File: src/rtl/mem_arb_pkg.sv
// mem_arb_pkg: shared encodings, command record and helpers for the memory arbiter.
// Macro CIRNO9_ARB_STARVE_EN (used by mem_arb) enables IF starvation protection.
package mem_arb_pkg;

    localparam logic [1:0] ST_IDLE = 2'd0;
    localparam logic [1:0] ST_CMD  = 2'd1;
    localparam logic [1:0] ST_RESP = 2'd2;

    localparam logic [1:0] OW_NONE = 2'd0;
    localparam logic [1:0] OW_IF   = 2'd1;
    localparam logic [1:0] OW_AG   = 2'd2;
    localparam logic [1:0] OW_AXIS = 2'd3;

    localparam int STARVE_LIMIT_DEF = 8;

    typedef struct packed {
        logic [31:0] adr;
        logic [31:0] wdat;
        logic [3:0]  wen;
        logic        ren;
    } cmd_t;

    // Grant vector bit order: [0]=IF, [1]=AG, [2]=AXIS.
    function automatic logic [1:0] gnt2owner(input logic [2:0] gnt);
        return gnt[2] ? OW_AXIS : gnt[1] ? OW_AG : gnt[0] ? OW_IF : OW_NONE;
    endfunction

endpackage

File: src/rtl/mem_arb_pick.sv
// mem_arb_pick: combinational 3-way priority picker producing a one-hot grant.
// Ports:
//   i_val    [2:0] request valids, [0]=IF [1]=AG [2]=AXIS
//   i_starve       IF is starved: promote IF to top priority
//   o_gnt    [2:0] one-hot grant, same bit order as i_val
module mem_arb_pick (
    input  logic [2:0] i_val,
    input  logic       i_starve,
    output logic [2:0] o_gnt
);

    // Normal order AXIS > AG > IF; a starved IF jumps ahead, leaving AXIS > AG behind it.
    always_comb begin
        o_gnt = (i_starve && i_val[0]) ? 3'b001 :
                i_val[2]               ? 3'b100 :
                i_val[1]               ? 3'b010 :
                i_val[0]               ? 3'b001 : 3'b000;
    end

endmodule

File: src/rtl/mem_arb.sv
// mem_arb: single-outstanding arbiter from IF / AG / AXIS requesters to the shared memory port.
// Macro CIRNO9_ARB_STARVE_EN: adds an IF starvation counter that promotes IF after
// STARVE_LIMIT consecutive lost IDLE cycles. Without it priority is strictly AXIS > AG > IF.
// Ports:
//   i_clk, i_rst                      clock, asynchronous active-high reset
//   hs_*4arb_val / hs_arb4*_rdy       requester handshakes (ready only in IDLE, one-hot)
//   i_if_adr                          IF read address
//   i_ag_* / i_axis_*                 AG / AXIS address, write data, byte enables, read enable
//   hs_arb4mem_val / hs_mem4arb_rdy   registered command handshake to the memory port
//   o_mem_adr/wdat/wen/ren            command fields, stable while hs_arb4mem_val is high
//   i_mem_rvld / i_mem_rdat           read return, one pulse per read
//   o_rdat                            registered read data, held until the next read completes
//   o_if_rvld/o_ag_rvld/o_axis_rvld   one-cycle read-data valid to the owning requester
module mem_arb
    import mem_arb_pkg::*;
#(
    parameter int STARVE_LIMIT = STARVE_LIMIT_DEF
) (
    input  logic        i_clk,
    input  logic        i_rst,
    input  logic        hs_if4arb_val,
    output logic        hs_arb4if_rdy,
    input  logic [31:0] i_if_adr,
    input  logic        hs_ag4arb_val,
    output logic        hs_arb4ag_rdy,
    input  logic [31:0] i_ag_adr,
    input  logic [31:0] i_ag_wdat,
    input  logic [3:0]  i_ag_wen,
    input  logic        i_ag_ren,
    input  logic        hs_axis4arb_val,
    output logic        hs_arb4axis_rdy,
    input  logic [31:0] i_axis_adr,
    input  logic [31:0] i_axis_wdat,
    input  logic [3:0]  i_axis_wen,
    input  logic        i_axis_ren,
    output logic        hs_arb4mem_val,
    input  logic        hs_mem4arb_rdy,
    output logic [31:0] o_mem_adr,
    output logic [31:0] o_mem_wdat,
    output logic [3:0]  o_mem_wen,
    output logic        o_mem_ren,
    input  logic        i_mem_rvld,
    input  logic [31:0] i_mem_rdat,
    output logic [31:0] o_rdat,
    output logic        o_if_rvld,
    output logic        o_ag_rvld,
    output logic        o_axis_rvld
);

    logic [1:0]  r_state;
    logic [1:0]  r_owner;
    cmd_t        r_cmd;
    logic [31:0] r_rdat;
    logic [2:0]  r_rvld;

    logic        w_idle;
    logic        w_starve;
    logic [2:0]  w_gnt;
    cmd_t        w_win;

    assign w_idle = (r_state == ST_IDLE);

    mem_arb_pick u_pick (
        .i_val    ({hs_axis4arb_val, hs_ag4arb_val, hs_if4arb_val} & {3{w_idle}}),
        .i_starve (w_starve),
        .o_gnt    (w_gnt)
    );

`ifdef CIRNO9_ARB_STARVE_EN
    logic [7:0] r_starve;

    // Counts IDLE cycles where IF asked but someone else won; saturates at the limit.
    always_ff @(posedge i_clk or posedge i_rst) begin
        if (i_rst)
            r_starve <= '0;
        else if (w_gnt[0])
            r_starve <= '0;
        else if (w_idle && hs_if4arb_val && r_starve != 8'(STARVE_LIMIT))
            r_starve <= r_starve + 8'd1;
    end

    assign w_starve = (r_starve == 8'(STARVE_LIMIT));
`else
    // No counter in this build; the limit is 1..255 so this is constant 0.
    assign w_starve = (STARVE_LIMIT == 0);
`endif

    assign {hs_arb4axis_rdy, hs_arb4ag_rdy, hs_arb4if_rdy} = w_gnt;

    // IF only ever reads a full word, so its write fields are forced to zero.
    always_comb begin
        w_win = '{adr: i_if_adr, wdat: 32'd0, wen: 4'd0, ren: 1'b1};
        if (w_gnt[2])
            w_win = '{adr: i_axis_adr, wdat: i_axis_wdat, wen: i_axis_wen, ren: i_axis_ren};
        else if (w_gnt[1])
            w_win = '{adr: i_ag_adr, wdat: i_ag_wdat, wen: i_ag_wen, ren: i_ag_ren};
    end

    always_ff @(posedge i_clk or posedge i_rst) begin
        if (i_rst) begin
            r_state <= ST_IDLE;
            r_owner <= OW_NONE;
            r_cmd   <= '0;
            r_rdat  <= '0;
            r_rvld  <= '0;
        end else begin
            r_rvld <= '0;
            case (r_state)
                ST_IDLE: begin
                    if (|w_gnt) begin
                        r_cmd   <= w_win;
                        r_owner <= gnt2owner(w_gnt);
                        r_state <= ST_CMD;
                    end
                end
                ST_CMD: begin
                    // ren wins over wen: a mixed command waits for read data.
                    if (hs_mem4arb_rdy) begin
                        if (r_cmd.ren) begin
                            r_state <= ST_RESP;
                        end else begin
                            r_state <= ST_IDLE;
                            r_owner <= OW_NONE;
                        end
                    end
                end
                ST_RESP: begin
                    if (i_mem_rvld) begin
                        r_rdat  <= i_mem_rdat;
                        r_rvld  <= {r_owner == OW_AXIS, r_owner == OW_AG, r_owner == OW_IF};
                        r_state <= ST_IDLE;
                        r_owner <= OW_NONE;
                    end
                end
                default: begin
                    r_state <= ST_IDLE;
                    r_owner <= OW_NONE;
                end
            endcase
        end
    end

    assign hs_arb4mem_val = (r_state == ST_CMD);
    assign o_mem_adr      = r_cmd.adr;
    assign o_mem_wdat     = r_cmd.wdat;
    assign o_mem_wen      = r_cmd.wen;
    assign o_mem_ren      = r_cmd.ren;
    assign o_rdat         = r_rdat;
    assign o_if_rvld      = r_rvld[0];
    assign o_ag_rvld      = r_rvld[1];
    assign o_axis_rvld    = r_rvld[2];

endmodule

File: config.mk
export PLATFORM = sky130hd
export DESIGN_NAME = mem_arb
export DESIGN_NICKNAME = d
export VERILOG_FILES = /design/src/rtl/mem_arb_pkg.sv /design/src/rtl/mem_arb_pick.sv /design/src/rtl/mem_arb.sv
export SDC_FILE = /design/constraint.sdc
export NUM_CORES = 1
export LEC_CHECK = 0
export CORE_MARGIN = 5
export CORE_UTILIZATION = 40
export DETAILED_ROUTE_END_ITERATION = 16
export GPL_TIMING_DRIVEN = 0
export PLACE_DENSITY_LB_ADDON = 0.3
export SLEW_MARGIN = 5
export SYNTH_ARGS = -nofsm -noshare
export SYNTH_HDL_FRONTEND = slang
export SYNTH_SLANG_ARGS = --single-unit
File: constraint.sdc
create_clock -name i_clk -period 6.2 [get_ports i_clk]
set_clock_uncertainty 0.05 [all_clocks]
set_input_delay 1.55 -clock i_clk [delete_from_list [all_inputs] [get_ports i_clk]]
set_output_delay 1.55 -clock i_clk [all_outputs]
set_load 0.02 [all_outputs]
==> flow_summary_export.csv <==
group,metric,value,unit
worst_setup_path,worst-path-buf-inv,4,
drt,viasPerCell,5.51,
yosys,synth_area_leaders,"dfrtp_1 (52%), mux2_2 (7.0%), o21ai_0 (6.6%)",
cells_and_area,fin_area,0.00890,mm^2
pwr,p_leak,3.57,nW
floorplanning,coreArea,0.0126,mm^2
timing,max_slew_margin,42.1,%
yosys,synthCells,465,
timing,finalHoldViolCount,0,
yosys,ys_seq_elements,108,
place,portBuffers,316,
worst_setup_path,arrival,3.81,ns
cells_and_area,area_growth,72.6,%
pwr,ir_drop,0.211,mV
clock_network,cts_tree,"yes",
worst_setup_path,cp-end-kind,"output pin",
pwr,p_int,2.47,mW
place,gp_congestion,0.872,
drt,drcViolationCount,0,
worst_setup_path,cp.required,4.60,ns
pwr,power_frac_comb,53.5,%
timing,fin_setup_tns,0,ns
worst_setup_path,crit_path_max_fanout,10,
clock_network,cts-htree-levels,3,
run,maxCapViolations,0,
yosys,avgSynthCellArea,11.1,um^2
drt,vias,5347,
floorplanning,initial_core_util,40.8,%
floorplanning,die_x,124,um
worst_setup_path,slowest_delay,0.63,ns
clock_network,root_buffer,"clkbuf_16",
pwr,power,4.01,mW
yosys,synth_cell_types,38,
drt,first_iter_violations,326,
yosys,synth_top_cell_by_area,"dfrtp_1",
floorplanning,rows,41,
timing,period_minus_slack,5.41,ns
pwr,swShare,38.4,%
drt,wl,20.1,mm
timing,period_share,87.3,%
timing,fmax,0.185,GHz
cells_and_area,instances_no_fill,970,
worst_setup_path,critPathTopFamily,"buffers and inverters",
floorplanning,fp.dieH,124,um
timing,rsz0062_at_grt,"false",
floorplanning,io_pins,317,
place,place_inst,954,
clock_network,path_clk_slew,0.07,ns
pwr,p_sw,1.54,mW
global_routing,antenna_found_initial,0,
yosys,yosysSeqAreaShare,52.4,%
yosys,synth_top_area_share,52.4,%
global_routing,grt_max_degree,71,
place,dp.final_hpwl,15.8,mm
yosys,syn_nets,674,
pwr,p_clk_share,16.3,%
floorplanning,dieArea,0.0153,mm^2
clock_network,ctsLongestPathBuffers,2,
clock_network,cts.sinks,108,
yosys,yosys_warnings,0,
place,placed_area,0.00856,mm^2
clock_network,cts_setup_buffers,0,
timing,slew_violations,0,
pwr,p_per_area,450,mW/mm^2
timing,setup_viol,0,
clock_network,cts_hold_buf,0,
timing,setup_ws,0.789,ns
cells_and_area,drive_gt1_share,13.7,%
outcome,status,"completed",
drt,firstDrtPassIters,7,
worst_hold_path,min_path_type,"flop to flop",
pwr,power_frac_seq,30.2,%
cells_and_area,antenna_cells,0,
place,pre_cts_ws,0.747,ns
yosys,synth.cell_area,0.00515,mm^2
worst_setup_path,cpMostUsedCell,"clkdlybuf4s50_1",
clock_network,cts_inserted_buffers,9,
global_routing,first_global_vias,5661,
worst_setup_path,crit_slowest_cell,"clkdlybuf4s50_1",
clock_network,clkLatencyLatePin,0.34,ns
global_routing,grt_use_total,25.6,%
drt,wl_per_cell,20.7,um
timing,worst_pin_slew,0.868,ns
clock_network,cts-resized-gates,0,
worst_setup_path,critPathKind,"primary input to output pin",
drt,ant_nets,0,
global_routing,grt_pass1_wl,30.3,mm
global_routing,gr-total-overflow,0,
worst_setup_path,path_cells,"clkdlybuf4s50_1 > buf_2 > nor2_4 > clkbuf_1 > and3_1 > clkdlybuf4s50_1",
cells_and_area,fin_nets,1002,
worst_setup_path,critPathLaunchType,"primary input",
[state kept, by name, indices dropped and copies added, names as in the netlist]
name and flops:
o_rdat 32, r_state 2, o_mem_adr 32, o_mem_wdat 32, o_mem_wen 4, r_rvld 3
r_owner 2, o_mem_ren 1
[worst paths after layout]
kind                       slack (ns)  depth (start not counted)          start             to
min in group asynchronous        1.71                          2          i_rst      o_rdat[7]
min reg2reg                      0.43                          1     r_owner[1]      r_rvld[0]
min                              0.43                          1     r_owner[1]      r_rvld[0]
max in group asynchronous        3.69                          3          i_rst   o_mem_wen[0]
max reg2reg                      4.49                          4     r_state[1]   o_mem_adr[2]
max                              0.79                          6  hs_ag4arb_val  hs_arb4if_rdy
[cell usage in the layout, fill, tap and decap left out, types with 4 or more instances in the layout]
cell type and instances:
dfrtp_1 108, o21ai_2 20, buf_2 23, a21oi_1 19, mux2_2 32, clkbuf_1 16
nand2_1 18, nand2b_1 19, buf_4 5, o221ai_1 19, a22oi_1 36, inv_1 6
clkbuf_16 9, a221oi_1 13, clkdlybuf4s50_1 316, a31oi_1 18, o21ai_0 68, a2bb2oi_1 14
buf_12 4
[per-layer routing]
| metal | wire [um] | vias up | GRT usage, % |
|---|---|---|---|
| li1 | - | 2416 | - |
| met1 | 7170 | 2613 | 29.0 |
| met2 | 10500 | 287 | 47.4 |
| met3 | 1980 | 31 | 6.68 |
| met4 | 378 | 0 | 7.34 |
| met5 | 0 | - | 0 |
[power groups by stage]
stage / clock network [mW] / logic, mW / registers, mW
3_3_place_gp: 0 / 2.10 / 1.20
4_1_cts: 0.661 / 2.16 / 1.21
3_5_place_dp: 0 / 2.15 / 1.22
6_report: 0.654 / 2.14 / 1.21
5_1_grt: 0.685 / 2.28 / 1.25
2_1_floorplan: 0 / 0.733 / 1.58
[cell usage after synthesis]
cell	n
a221oi_1	13
o31ai_1	1
clkbuf_1	15
a2bb2oi_1	14
o2bb2ai_1	1
nor3_1	3
o221ai_1	19
o21ai_2	20
mux2_2	32
or3_1	1
buf_2	23
a21oi_1	19
a221oi_2	1
buf_4	5
nor3_4	1
nand2_1	18
nand2b_1	19
clkbuf_2	1
a31o_2	1
a22oi_1	36
buf_12	3
nor2_1	2
buf_6	1
a31oi_1	18
dfrtp_1	108
o21ai_1	2
and2_1	1
nand3_1	1
o21ai_0	68
or2_1	1
nor2b_1	3
nand3b_2	1
nand2_4	1
nor3b_1	1
inv_1	7
or2b_1	1
and3_1	1
nor2_4	2
[logic make-up (layout without fill, tap and decap cells)]
group                  count (synthesis)  in the layout  synth area share, %
and+or+nand+nor                       57             57                 6.48
buffers and inverters                 55            388                 6.04
muxes                                 32             32                 6.99
AOI/OAI and AO/OA                    213            213                 28.1
DFF                                  108            108                 52.4
[worst register-to-register path, delay by kind of cell (launching register included)]
kind,cells,cell delay [ns]
AND/OR/NAND/NOR,1,0.44
flip-flops,1,0.42
buffers and inverters,1,0.41
AO/OA/AOI/OAI,2,0.32
[layout make-up]
type                            instances  area, um^2
Tap cell                              172         215
Buffer                                 48         285
Inverter                                7        28.8
Clock inverter                          6         111
Timing Repair Buffer                  317        3180
Clock buffer                           10         229
Multi-Input combinational cell        302        2140
Sequential cell                       108        2700
Fill cell                             946        3720
[metrics by stage]
stage | hold WS (ns) | util, %
CTS | 0.426 | 70.5
finish | 0.427 | 70.5
global route | 0.438 | 70.5
floorplan | 0.376 | -
global placement | 0.396 | 67.6
detailed placement | 0.413 | 67.8
Note: power is estimated with default switching activity, not from simulation.
